<file path="src/rtl/pc_next_control_if.sv">
// Bus between decode/branch logic and the next-PC selector.
// With PC_IRQ_COUNT_EN defined, also carries the handler-entry counter.
interface pc_next_control_if;
  logic [31:0] programCounter;
  logic        stall;
  logic        branch_taken;
  logic [31:0] branch_offset;
  logic        jump;
  logic [25:0] jump_target;
  logic        jump_reg;
  logic [31:0] reg_target;
  logic        interrupt;
  logic        eret;
  logic [31:0] address;
  logic [31:0] epc;
  logic        in_handler;
  logic        int_pending;
  logic        int_ack;
`ifdef PC_IRQ_COUNT_EN
  logic [15:0] irq_count;
`endif

  modport master (
    output programCounter, stall, branch_taken, branch_offset, jump, jump_target,
           jump_reg, reg_target, interrupt, eret,
`ifdef PC_IRQ_COUNT_EN
    input  irq_count,
`endif
    input  address, epc, in_handler, int_pending, int_ack
  );

  modport slave (
    input  programCounter, stall, branch_taken, branch_offset, jump, jump_target,
           jump_reg, reg_target, interrupt, eret,
`ifdef PC_IRQ_COUNT_EN
    output irq_count,
`endif
    output address, epc, in_handler, int_pending, int_ack
  );
endinterface

</file>
<file path="src/rtl/pc_next_control.sv">
// Next-PC selector: sequential/branch/jump, stall hold, interrupt entry and eret via saved EPC.
// Optional PC_IRQ_COUNT_EN adds a saturating count of handler entries.
module pc_next_control #(
  parameter logic [31:0] BOOT0_ADDR = 32'd0,
  parameter logic [31:0] BOOT1_ADDR = 32'd11,
  parameter logic [31:0] INT_VECTOR = 32'd4,
  parameter logic [31:0] PC_STEP    = 32'd1
) (
  input  logic                clock,
  input  logic                reset,
  input  logic                program_sel,
  pc_next_control_if.slave    bus
);

  typedef enum logic [0:0] {StRun, StHandler} state_e;

  state_e      state_q, state_d;
  logic [31:0] epc_q, epc_d;
  logic        pending_q, pending_d;
  logic        irq_q;
  logic [31:0] nn;
  logic        rise, take, ret;
  logic [31:0] address;

  always_comb begin
    nn        = bus.programCounter + PC_STEP;
    state_d   = state_q;
    epc_d     = epc_q;
    pending_d = pending_q;
    address   = nn;

    if (bus.jump_reg) begin
      nn = bus.reg_target;
    end else if (bus.jump) begin
      nn = {bus.programCounter[31:26], bus.jump_target};
    end else if (bus.branch_taken) begin
      nn = bus.programCounter + PC_STEP + bus.branch_offset;
    end

    rise = bus.interrupt & ~irq_q;
    take = !reset && !bus.stall && (state_q == StRun) && pending_q;
    ret  = !reset && !bus.stall && (state_q == StHandler) && bus.eret;

    // A fresh edge on the entry cycle must survive the clear.
    pending_d = (pending_q & ~take) | rise;

    if (take) begin
      state_d = StHandler;
      epc_d   = nn;
    end else if (ret) begin
      state_d = StRun;
    end

    if (reset) begin
      address = program_sel ? BOOT1_ADDR : BOOT0_ADDR;
    end else if (bus.stall) begin
      address = bus.programCounter;
    end else if (take) begin
      address = INT_VECTOR;
    end else if (ret) begin
      address = epc_q;
    end else begin
      address = nn;
    end
  end

  always_ff @(posedge clock) begin
    if (reset) begin
      state_q   <= StRun;
      epc_q     <= 32'd0;
      pending_q <= 1'b0;
      irq_q     <= 1'b0;
    end else begin
      state_q   <= state_d;
      epc_q     <= epc_d;
      pending_q <= pending_d;
      irq_q     <= bus.interrupt;
    end
  end

  assign bus.address     = address;
  assign bus.epc         = epc_q;
  assign bus.in_handler  = (state_q == StHandler);
  assign bus.int_pending = pending_q;
  assign bus.int_ack     = take;

`ifdef PC_IRQ_COUNT_EN
  logic [15:0] irq_count_q;

  always_ff @(posedge clock) begin
    if (reset) begin
      irq_count_q <= 16'd0;
    end else if (take && (irq_count_q != 16'hFFFF)) begin
      irq_count_q <= irq_count_q + 16'd1;
    end
  end

  assign bus.irq_count = irq_count_q;
`endif

endmodule

</file>
<file path="src/flat_wrapper.sv">
// flat-port wrapper written by rule: the top's interface ports become plain ports
module pc_next_control_flat 
#(
  parameter logic [31:0] BOOT0_ADDR = 32'd0,
  parameter logic [31:0] BOOT1_ADDR = 32'd11,
  parameter logic [31:0] INT_VECTOR = 32'd4,
  parameter logic [31:0] PC_STEP    = 32'd1
)
  (clock, reset, program_sel, bus_programCounter, bus_stall, bus_branch_taken, bus_branch_offset, bus_jump, bus_jump_target, bus_jump_reg, bus_reg_target, bus_interrupt, bus_eret, bus_address, bus_epc, bus_in_handler, bus_int_pending, bus_int_ack);
  pc_next_control_if bus_i ();
  input  logic clock;
  input  logic reset;
  input  logic program_sel;
  input wire logic [$bits(bus_i.programCounter)-1:0] bus_programCounter;
  input wire logic [$bits(bus_i.stall)-1:0] bus_stall;
  input wire logic [$bits(bus_i.branch_taken)-1:0] bus_branch_taken;
  input wire logic [$bits(bus_i.branch_offset)-1:0] bus_branch_offset;
  input wire logic [$bits(bus_i.jump)-1:0] bus_jump;
  input wire logic [$bits(bus_i.jump_target)-1:0] bus_jump_target;
  input wire logic [$bits(bus_i.jump_reg)-1:0] bus_jump_reg;
  input wire logic [$bits(bus_i.reg_target)-1:0] bus_reg_target;
  input wire logic [$bits(bus_i.interrupt)-1:0] bus_interrupt;
  input wire logic [$bits(bus_i.eret)-1:0] bus_eret;
  output wire logic [$bits(bus_i.address)-1:0] bus_address;
  output wire logic [$bits(bus_i.epc)-1:0] bus_epc;
  output wire logic [$bits(bus_i.in_handler)-1:0] bus_in_handler;
  output wire logic [$bits(bus_i.int_pending)-1:0] bus_int_pending;
  output wire logic [$bits(bus_i.int_ack)-1:0] bus_int_ack;
  assign bus_i.programCounter = bus_programCounter;
  assign bus_i.stall = bus_stall;
  assign bus_i.branch_taken = bus_branch_taken;
  assign bus_i.branch_offset = bus_branch_offset;
  assign bus_i.jump = bus_jump;
  assign bus_i.jump_target = bus_jump_target;
  assign bus_i.jump_reg = bus_jump_reg;
  assign bus_i.reg_target = bus_reg_target;
  assign bus_i.interrupt = bus_interrupt;
  assign bus_i.eret = bus_eret;
  assign bus_address = bus_i.address;
  assign bus_epc = bus_i.epc;
  assign bus_in_handler = bus_i.in_handler;
  assign bus_int_pending = bus_i.int_pending;
  assign bus_int_ack = bus_i.int_ack;
  pc_next_control #(.BOOT0_ADDR(BOOT0_ADDR), .BOOT1_ADDR(BOOT1_ADDR), .INT_VECTOR(INT_VECTOR), .PC_STEP(PC_STEP)) u_core (.clock(clock), .reset(reset), .program_sel(program_sel), .bus(bus_i));
endmodule
</file>
<file path="config.mk">
export PLATFORM = sky130hd
export DESIGN_NAME = pc_next_control_flat
export DESIGN_NICKNAME = d
export VERILOG_FILES = /design/src/rtl/pc_next_control_if.sv /design/src/rtl/pc_next_control.sv /design/src/flat_wrapper.sv
export SDC_FILE = /design/constraint.sdc
export NUM_CORES = 1
export LEC_CHECK = 0
export ABC_AREA = 0
export BUFFER_PORTS_ARGS = -buffer_cell sky130_fd_sc_hd__buf_4
export CORE_MARGIN = 4
export CORE_UTILIZATION = 36
export DETAILED_ROUTE_END_ITERATION = 7
export GPL_TIMING_DRIVEN = 0
export HOLD_SLACK_MARGIN = 0.06
export PLACE_DENSITY = 0.59
export SKIP_LAST_GASP = 1
export SLEW_MARGIN = 10
export SYNTH_ARGS = -nofsm -noshare
export SYNTH_HDL_FRONTEND = slang
export SYNTH_SLANG_ARGS = --single-unit
</file>
<file path="constraint.sdc">
create_clock -name clock -period 4.9 [get_ports clock]
set_clock_uncertainty 0.15 [all_clocks]
set_input_delay 0.245 -clock clock [delete_from_list [all_inputs] [get_ports clock]]
set_output_delay 0.245 -clock clock [all_outputs]
set_load 0.1 [all_outputs]
</file>
==> results of run 1 <==
==> synthesized netlist by cell type (all sizes together) (3+ instances only) <==
library cell  count
xnor2            28
ha               38
or3               5
a211oi           27
and4              7
a31oi             7
o22a              4
a221oi           10
nor2             96
nand4            19
a22oi             9
dfxtp            35
o21a             11
and2              6
inv              19
clkbuf           48
a21oi            61
mux2i            14
nand2b            4
and3             15
o21ai            72
o31ai             4
a311oi            7
buf               3
nor2b             6
a211o             6
a2111oi           4
o21bai            5
nor4              3
a22o              5
a21o             22
o22ai            14
nor3             16
nand3            18
xor2             21
nand2            84
o211ai            7
==> power groups by stage <==
stage | sequential [mW] | clock [mW] | combinational (mW)
5_1_grt | 0.305 | 0.352 | 0.986
3_5_place_dp | 0.310 | 0 | 0.917
6_report | 0.304 | 0.343 | 0.932
3_3_place_gp | 0.310 | 0 | 0.918
2_1_floorplan | 0.377 | 0 | 0.556
4_1_cts | 0.303 | 0.342 | 0.921
==> what timing repair did <==
item / CTS / global route
hold buffers: 1 / 0
endpoints found under the setup margin: 0 / 7
resized for setup: 0 / 6
endpoints found under the hold margin: 1 / 0
==> stage by stage <==
stage / hold WS (ns) / setup slack [ns] / power [mW] / utilization, %
floorplan: 0.223 / 0.0245 / 0.933 / -
global placement: 0.313 / 0.0695 / 1.23 / 48.5
detailed placement: 0.312 / 0.0569 / 1.23 / 48.5
CTS: 0.142 / 0.0418 / 1.57 / 49.6
global route: 0.172 / -0.0725 / 1.64 / 49.8
finish: 0.138 / 0.168 / 1.58 / 49.8
==> metal layers <==
metal,vias to the layer above,wire length [um],track usage (%)
met2,413,12300,47.9
met3,57,2780,5.79
met4,0,870,10.1
met5,-,0,0
met1,3269,10900,39.3
li1,3382,-,-
==> registers in the layout (all words and copies together), names as in the netlist <==
name / cells
u_core.irq_q: 1
u_core.bus.in_handler: 1
u_core.bus.epc: 32
u_core.bus.int_pending: 1
==> worst register-to-register path, stage by stage (launching register included) <==
cell	delay, ns
dfxtp_1	0.35
nand3b_1	0.32
inv_1	0.18
clkbuf_1	0.46
clkbuf_1	0.54
nor2_1	0.09
a211oi_1	0.21
==> logic make-up (layout without fill, tap and decap cells) <==
logic type / count (synthesis) / in the layout / synth area share, %
compound gates: 299 / 299 / 37.3
xor+xnor: 49 / 49 / 7.87
buf+inv: 72 / 272 / 4.98
simple gates: 287 / 287 / 24.9
mux: 16 / 16 / 2.98
flops: 35 / 35 / 12.9
fa+ha+maj: 39 / 39 / 9.09
==> layout make-up <==
type | instances | area, um2 | area share [%]
Clock buffer | 6 | 139 | 1.90
Multi-Input combinational cell | 690 | 4520 | 61.7
Sequential cell | 35 | 701 | 9.57
Inverter | 21 | 78.8 | 1.08
Buffer | 51 | 193 | 2.63
Tap cell | 184 | 230 | 3.15
Timing Repair Buffer | 192 | 1440 | 19.7
Clock inverter | 2 | 16.3 | 0.222
==> how the worst max path moves through the flow <==
| stage | endpoint | slack [ns] | cells after the start |
|---|---|---|---|
| global route | bus_address[29] | -0.07 | 19 |
| detailed placement | bus_address[29] | 0.06 | 16 |
| finish | bus_address[29] | 0.17 | 19 |
| CTS | bus_address[29] | 0.04 | 16 |
| global placement | bus_address[29] | 0.07 | 16 |
| floorplan | bus_address[31] | 0.02 | 18 |
==> results.json, run 1 <==
{
  "status": "finished, final reports clean",
  "wl_mm": 26.8,
  "cts.path.max_buffers": 2,
  "internal_power_uw": 798,
  "postRouteAntennaNets": 0,
  "drt-initial-drc-count": 699,
  "grt_pass1_wl_mm": 38.4,
  "finalSetupTns_ns": 0,
  "ir_drop_mv": 0.135,
  "hold_end": "u_core.bus.epc[11]",
  "drv_slew": 0,
  "drive_above_1_share_pct": 22.7,
  "viasPerCell": 6.03,
  "drtPass1Iterations": 6,
  "placed_cell_area_um2": 7130,
  "maxCapViolations": 0,
  "p_seq_share_pct": 19.2,
  "dr_total_vias": 7121,
  "postSynthCellCount": 797,
  "ys.warnings.count": 0,
  "worstPathArrival_ns": 4.34,
  "die_h_um": 131,
  "synth-seq-area-share_pct": 12.9,
  "finalHoldViolCount": 0,
  "fin_crit_ns": 4.73,
  "reg2reg_to": "u_core.bus.epc[18]",
  "crit_path_max_incr_delay_ns": 0.41,
  "rows": 44,
  "pwr-share-comb_pct": 59.0,
  "placedCellCount": 1172,
  "rsz0062_at_grt": "true",
  "hp-start": "bus_reg_target[11]",
  "startpoint_type": "input port",
  "grt_max_degree": 13,
  "fin_cells": 1181,
  "final-setup-viol-count": 0,
  "ios": 198,
  "worstSetupEndpointType": "output port",
  "htreeDepth": 2,
  "start_util_pct": 37.1,
  "remaining_drc_errors": 0,
  "synth_cell_types": 80,
  "hold_path.class": "input port to flop",
  "min_path_cells": 3,
  "gp_congestion": 0.980,
  "r2r_cells": 6,
  "grt_pass1_vias": 6792,
  "crit_fanout": 8,
  "synth_edf_count": 0,
  "dieWidth_um": 131,
  "worst_slew_pin_slew_ns": 0.873,
  "ys_ff_latch": 35,
  "die_area_um2": 17200,
  "tritoncts": "built",
  "antenna_found_initial": 0,
  "design_area_um2": 7320,
  "cpMostUsedCell": "a21oi_1",
  "synth_top_cell_area_share_pct": 12.9,
  "synth_area_um2": 5450,
  "r2r-start": "u_core.bus.in_handler",
  "synth.avg_cell_area_um2": 6.84,
  "place_hpwl_mm": 21.8,
  "final_cell_mix": "buf_4, nor2_1, nand2_1",
  "critPathBufInv": 4,
  "clkSinkCount": 35,
  "synth.net_count": 967,
  "antennaDiodeCount": 0,
  "grt_use_total_pct": 29.6,
  "yosysTopAreaCell": "dfxtp_1",
  "wl_per_cell_um": 22.7,
  "p_leak_nw": 3.20,
  "worstSetupStartpoint": "bus_programCounter[10]",
  "fill_cells": 1567,
  "fin_nets": 1166,
  "fin_crit_sh_pct": 96.6,
  "crit_required_ns": 4.51,
  "p_sw_uw": 781,
  "switching_share_pct": 49.5,
  "critPathKind": "input port to output port",
  "async_flop_share_pct": 0,
  "critPathSlowestCell": "a311oi_1",
  "clock.fmax_ghz": 0.211,
  "mostFrequentLayoutCell": "buf_4",
  "core_area_um2": 14700,
  "p_clk_share_pct": 21.7,
  "rrSetupSlack_ns": 2.51,
  "worstPathCellList": "buf_2, and4_1, nand4_1, nor2_1, nand2_1, xor2_1, inv_1, ha_1, clkbuf_1, a21o_1, a31oi_1, o21ai_0, a311oi_1, a21oi_1, or3_1, a31oi_2, a21oi_1, o22a_1, buf_4",
  "clk_latency_ns": 0.29,
  "numCtsBuffers": 5,
  "critPathTopFamily": "compound AO/OA/AOI/OAI gates",
  "yosys-top-cells-area": "dfxtp_1, ha_1, nor2_1, o21ai_0, nand2_1",
  "power.density_nw_per_um2": 216,
  "grt-ovfl-total": 0,
  "yosys_most_used_dff": "dfxtp_1",
  "cts_setup_buffers": 0,
  "slew_headroom_pct": 41.4,
  "area_growth_pct": 34.2,
  "path_clk_slew_ns": 0.06,
  "cts_root_buf": "clkbuf_16",
  "portBuffers": 191
}
Note: power is estimated with default switching activity, not from simulation.
==> run 2, diff against run 1 <==
--- a/config.mk
+++ b/config.mk
@@ -7,7 +7,7 @@
 export LEC_CHECK = 0
 export ABC_AREA = 0
 export BUFFER_PORTS_ARGS = -buffer_cell sky130_fd_sc_hd__buf_4
-export CORE_MARGIN = 4
+export CORE_MARGIN = 5
 export CORE_UTILIZATION = 36
 export DETAILED_ROUTE_END_ITERATION = 7
 export GPL_TIMING_DRIVEN = 0
==> constraint.sdc (replaced) <==
create_clock -name clock -period 5.2 [get_ports clock]
set_clock_uncertainty 0.15 [all_clocks]
set_input_delay 0.26 -clock clock [delete_from_list [all_inputs] [get_ports clock]]
set_output_delay 0.26 -clock clock [all_outputs]
set_load 0.1 [all_outputs]
==> run 2 against run 1 <==
Net effect:
- final area shrank 0.10%
- worst setup slack improved by 0.050 ns
- combinational power shrank 5.9%
- hold slack better by 0.035 ns
- critical path type unchanged
==> results.json, run 2 (synthesis gave the netlist of run 1 again) <==
{
  "maxCapViolations": 0,
  "drtPass1Iterations": 6,
  "grt_use_total_pct": 28.6,
  "fin_cells": 1185,
  "grt_pass1_vias": 7127,
  "slew_headroom_pct": 38.3,
  "gp_congestion": 0.957,
  "portBuffers": 191,
  "start_util_pct": 36.3,
  "htreeDepth": 2,
  "antenna_found_initial": 0,
  "drive_above_1_share_pct": 22.3,
  "tritoncts": "built",
  "crit_required_ns": 4.79,
  "mostFrequentLayoutCell": "buf_4",
  "final_cell_mix": "buf_4, nor2_1, nand2_1",
  "dieWidth_um": 133,
  "fill_cells": 1595,
  "die_area_um2": 17700,
  "fin_crit_ns": 4.98,
  "clkSinkCount": 35,
  "placedCellCount": 1176,
  "min_path_cells": 3,
  "regArea_um2": 701,
  "die_h_um": 133,
  "place_hpwl_mm": 21.6,
  "area_growth_pct": 34.1,
  "grt-ovfl-total": 0,
  "postRouteAntennaNets": 0,
  "drt-met1-wl_mm": 10.7,
  "ios": 198,
  "numCtsBuffers": 5,
  "finalSetupTns_ns": 0,
  "drv_slew": 0,
  "path_clk_slew_ns": 0.06,
  "crit_fanout": 8,
  "dr_wl_met2_mm": 12.1,
  "cts_resized": 0,
  "power.density_nw_per_um2": 207,
  "top_layer": "met4",
  "status": "finished, final reports clean",
  "grt_max_degree": 12,
  "cts.path.max_buffers": 2,
  "cts_root_buf": "clkbuf_16",
  "worstPathArrival_ns": 4.57,
  "worstSetupEndpointType": "output port",
  "grt_pass1_wl_mm": 39.6,
  "drt-initial-drc-count": 658,
  "fin_crit_sh_pct": 95.8,
  "ir_drop_mv": 0.175,
  "antennaDiodeCount": 0,
  "fin_nets": 1167,
  "dr_total_vias": 7201,
  "wl_met3_mm": 2.79,
  "largest_reg_flops": 32,
  "wl_per_cell_um": 22.7,
  "finalHoldViolCount": 0,
  "p_leak_nw": 3.22,
  "final-setup-viol-count": 0,
  "worst_slew_pin_slew_ns": 0.919,
  "wl_mm": 26.9,
  "core_area_um2": 15000,
  "clk_latency_ns": 0.28,
  "hold_path.class": "input port to flop",
  "remaining_drc_errors": 0,
  "viasPerCell": 6.08,
  "multi_input_area_um2": 4490,
  "clock.fmax_ghz": 0.201,
  "r2r_cells": 6,
  "startpoint_type": "input port",
  "rows": 45,
  "critPathKind": "input port to output port",
  "rsz0062_at_grt": "false"
}
## run 2: report_power, final
part | internal (mW) | leakage (nW) | switching [mW]
combinational | 0.282 | 2.86 | 0.595
sequential | 0.278 | 0.284 | 0.00839
clock | 0.224 | 0.0759 | 0.126
## run 2: final timing paths
path | startpoint | to | slack [ns]
min reg2reg | u_core.bus.epc[21] | u_core.bus.epc[21] | 0.32
max reg2reg | u_core.bus.in_handler | u_core.bus.epc[18] | 2.74
min | bus_reg_target[11] | u_core.bus.epc[11] | 0.17
max | bus_programCounter[3] | bus_address[29] | 0.22
## run 2: layer usage
| metal | track usage, % | vias up |
|---|---|---|
| li1 | - | 3378 |
| met1 | 35.9 | 3319 |
| met2 | 46.6 | 418 |
| met3 | 7.15 | 86 |
| met4 | 11.9 | 0 |
| met5 | 0 | - |
## run 2: area by class of cell
type / count / area share [%]
clock buffers: 5 / 1.71
well taps: 188 / 3.22
multi-input cells: 690 / 61.4
clock inverters: 2 / 0.513
inverters: 21 / 1.08
repair buffers: 193 / 19.9
plain buffers: 51 / 2.64
flip-flops and latches: 35 / 9.58
## run 2: what timing repair did
action | in CTS | in global routing
setup endpoints to repair | 0 | 1
buffers inserted | 0 | 1
hold buffers | 1 | 0
endpoints found under the hold margin | 1 | 0
## run 2: metrics by stage
stage	area (um2)	hold WS (ns)	utilization, %	setup slack (ns)	power, mW
3_5_place_dp	7130	0.311	47.4	0.242	1.15
3_3_place_gp	7130	0.308	47.4	0.205	1.15
6_report	7310	0.173	48.6	0.217	1.51
5_1_grt	7310	0.170	48.6	0.0120	1.57
2_1_floorplan	5460	0.238	-	0.151	0.879
4_1_cts	7300	0.152	48.6	0.222	1.50
## run 2: critical path: stages
cell and delay (ns):
buf_4 0.12, and4_1 0.31, nand4_2 0.28, nor4_1 0.33, xor2_1 0.11, buf_4 0.16
ha_1 0.38, and3_1 0.23, a221oi_1 0.28, o21ai_0 0.19, a311oi_1 0.43, a21oi_1 0.13
or3_1 0.40, a31oi_1 0.37, a21oi_1 0.13, o22a_1 0.22, buf_4 0.23
==> run 3, diff against run 2 <==
--- a/config.mk
+++ b/config.mk
@@ -5,14 +5,15 @@
 export SDC_FILE = /design/constraint.sdc
 export NUM_CORES = 1
 export LEC_CHECK = 0
-export ABC_AREA = 0
+export ABC_AREA = 1
 export BUFFER_PORTS_ARGS = -buffer_cell sky130_fd_sc_hd__buf_4
 export CORE_MARGIN = 5
 export CORE_UTILIZATION = 36
+export CTS_CLUSTER_SIZE = 12
 export DETAILED_ROUTE_END_ITERATION = 7
 export GPL_TIMING_DRIVEN = 0
 export HOLD_SLACK_MARGIN = 0.06
-export PLACE_DENSITY = 0.59
+export PLACE_DENSITY = 0.57
 export SKIP_LAST_GASP = 1
 export SLEW_MARGIN = 10
 export SYNTH_ARGS = -nofsm -noshare
==> run 3 against run 2 <==
Net effect:
- combinational power grew 1%
- synthesized area grew 18%
- critical path type unchanged
- hold slack worse by 0.0098 ns
- clock power grew 3%
- via count increased by 20%
- flip-flop and latch count unchanged
- largest cell class unchanged
- sequential share of layout area down 1.2 points
- synthesized cell count grew 60%
==> results.json, run 3 <==
{
  "status": "finished, final reports clean",
  "critPathTopFamily": "simple AND/OR/NAND/NOR gates",
  "synth_top_cell_area_share_pct": 28.4,
  "clk_latency_ns": 0.29,
  "largest_reg_flops": 32,
  "dp_slack_ns": 0.985,
  "worstSetupEndpointType": "output port",
  "fin_crit_sh_pct": 82.8,
  "cts_root_buf": "clkbuf_16",
  "synth.net_count": 1446,
  "crit_path_max_incr_delay_ns": 0.38,
  "path_clk_slew_ns": 0.06,
  "cts.path.max_buffers": 2,
  "async_flop_share_pct": 0,
  "numCtsBuffers": 5,
  "tritoncts": "built",
  "antennaDiodeCount": 0,
  "startpoint_type": "input port",
  "cts_setup_buffers": 0,
  "ys_ff_latch": 35,
  "clock.fmax_ghz": 0.232,
  "drive_above_1_share_pct": 16.5,
  "busiest_layer": "met2",
  "wl_mm": 29.8,
  "synth_edf_count": 0,
  "place_hpwl_mm": 25.2,
  "drt-initial-drc-count": 591,
  "drtPass1Iterations": 5,
  "cpMostUsedCell": "nand2_1",
  "worstPathArrival_ns": 3.90,
  "postRouteAntennaNets": 0,
  "critPathBufInv": 5,
  "grt_pass1_wl_mm": 43.3,
  "htreeDepth": 2,
  "dr_total_vias": 8647,
  "crit_cells": 24,
  "cts_resized": 0,
  "p_leak_nw": 4.67,
  "rows": 49,
  "worstPathCellList": "buf_4, inv_1, nor3_1, nand2_1, nor3_2, xor2_1, inv_1, ha_1, nand2_1, inv_1, nand2_1, nand2_1, a21oi_1, nand2_1, nand2_1, nand2_1, nand2_1, nand3_1, nand2_1, nand2_1, nand3_1, nand2_1, a21oi_1, buf_4",
  "synth_area_um2": 6460,
  "dieWidth_um": 144,
  "yosysTopAreaCell": "nand2_1",
  "antenna_found_initial": 0,
  "drv_slew": 0,
  "hold_buffers": 1,
  "grt-ovfl-total": 0,
  "fin_crit_ns": 4.31,
  "synth_most_common_cell": "nand2_1",
  "gp_congestion": 0.942,
  "die_area_um2": 20700,
  "synth_cell_types": 41,
  "mostFrequentLayoutCell": "nand2_1",
  "fin_nets": 1649,
  "synth.avg_cell_area_um2": 5.06,
  "power.density_nw_per_um2": 183,
  "maxCapViolations": 0,
  "r2r_cells": 6,
  "synth_common_cells": "nand2_1, inv_1, nor2_1, a21oi_1, nand3_1",
  "gr-usage-met2_pct": 45.1,
  "grt_pass1_vias": 7833,
  "finalHoldViolCount": 0,
  "crit_fanout": 4,
  "min_path_cells": 5,
  "slew_headroom_pct": 53.3,
  "critPathSlowestCell": "nor3_2",
  "remaining_drc_errors": 0,
  "core_area_um2": 17800,
  "worst_slew_pin_slew_ns": 0.701,
  "start_util_pct": 36.2,
  "ys.warnings.count": 0,
  "clkSinkCount": 35,
  "rsz0062_at_grt": "false",
  "finalSetupTns_ns": 0,
  "critPathKind": "input port to output port",
  "met1_usage_pct": 36.7,
  "grt_use_total_pct": 27.3,
  "grt_max_degree": 13,
  "postSynthCellCount": 1276,
  "die_h_um": 144,
  "yosys-top-cells-area": "nand2_1, dfxtp_1, inv_1, a21oi_1, nor2_1",
  "final_cell_mix": "nand2_1, buf_4, inv_1",
  "portBuffers": 195,
  "final-setup-viol-count": 0,
  "wl_per_cell_um": 17.4,
  "hold_path.class": "input port to flop",
  "yosys_most_used_dff": "dfxtp_1",
  "area_growth_pct": 29.9,
  "grt_use_met3_pct": 5.56,
  "crit_required_ns": 4.79,
  "ios": 198,
  "ir_drop_mv": 0.160,
  "synth-seq-area-share_pct": 10.9,
  "setup_slack_ns": 0.892,
  "viasPerCell": 5.06
}
==> run 3: area by class of cell <==
class,instances,area (um2)
clock buffers,5,125
fillers,2084,9450
inverters,179,674
clock inverters,3,43.8
flip-flops and latches,35,701
multi-input cells,1020,4920
repair buffers,196,1470
plain buffers,42,166
well taps,229,287
==> run 3: layer usage <==
metal | vias up | wire [um]
met5 | - | 0
met1 | 3849 | 13000
met3 | 44 | 2280
met2 | 334 | 13900
met4 | 0 | 663
li1 | 4420 | -
==> run 3: path summary, 6_finish.rpt <==
check	from	to	slack (ns)
max	bus_programCounter[8]	bus_address[30]	0.89
min	bus_reg_target[8]	u_core.bus.epc[8]	0.16
max reg2reg	u_core.bus.in_handler	u_core.bus.epc[18]	3.27
min reg2reg	u_core.irq_q	u_core.bus.int_pending	0.25
==> run 3: metrics by stage <==
| step | util, % | cell area, um2 | instances | hold slack [ns] | power (mW) |
|---|---|---|---|---|---|
| after floorplan | - | 6460 | 1276 | 0.236 | 0.884 |
| final | 47.0 | 8390 | 1709 | 0.164 | 1.53 |
| after detailed placement | 46.0 | 8210 | 1700 | 0.248 | 1.17 |
| after CTS | 47.0 | 8390 | 1709 | 0.158 | 1.53 |
| after global routing | 47.0 | 8390 | 1709 | 0.189 | 1.62 |
| after global placement | 46.0 | 8210 | 1700 | 0.244 | 1.17 |
==> run 3: cell families after synthesis <==
family | synth area share (%)
xor+xnor | 3.39
simple gates | 48.8
fa+ha+maj | 7.67
flops | 10.9
buf+inv | 13.0
compound gates | 16.3
==> run 3: tightest hold or removal path: stages <==
cell	delay, ns
buf_4	0.08
nand2_1	0.04
nand2_1	0.07
o21ai_0	0.08
inv_1	0.05
==> run 3: report_power, final <==
part | switching, mW | total [mW] | internal [mW]
Sequential | 0.00506 | 0.281 | 0.276
Clock | 0.134 | 0.361 | 0.226
Combinational | 0.621 | 0.889 | 0.268
Total | 0.760 | 1.53 | 0.771
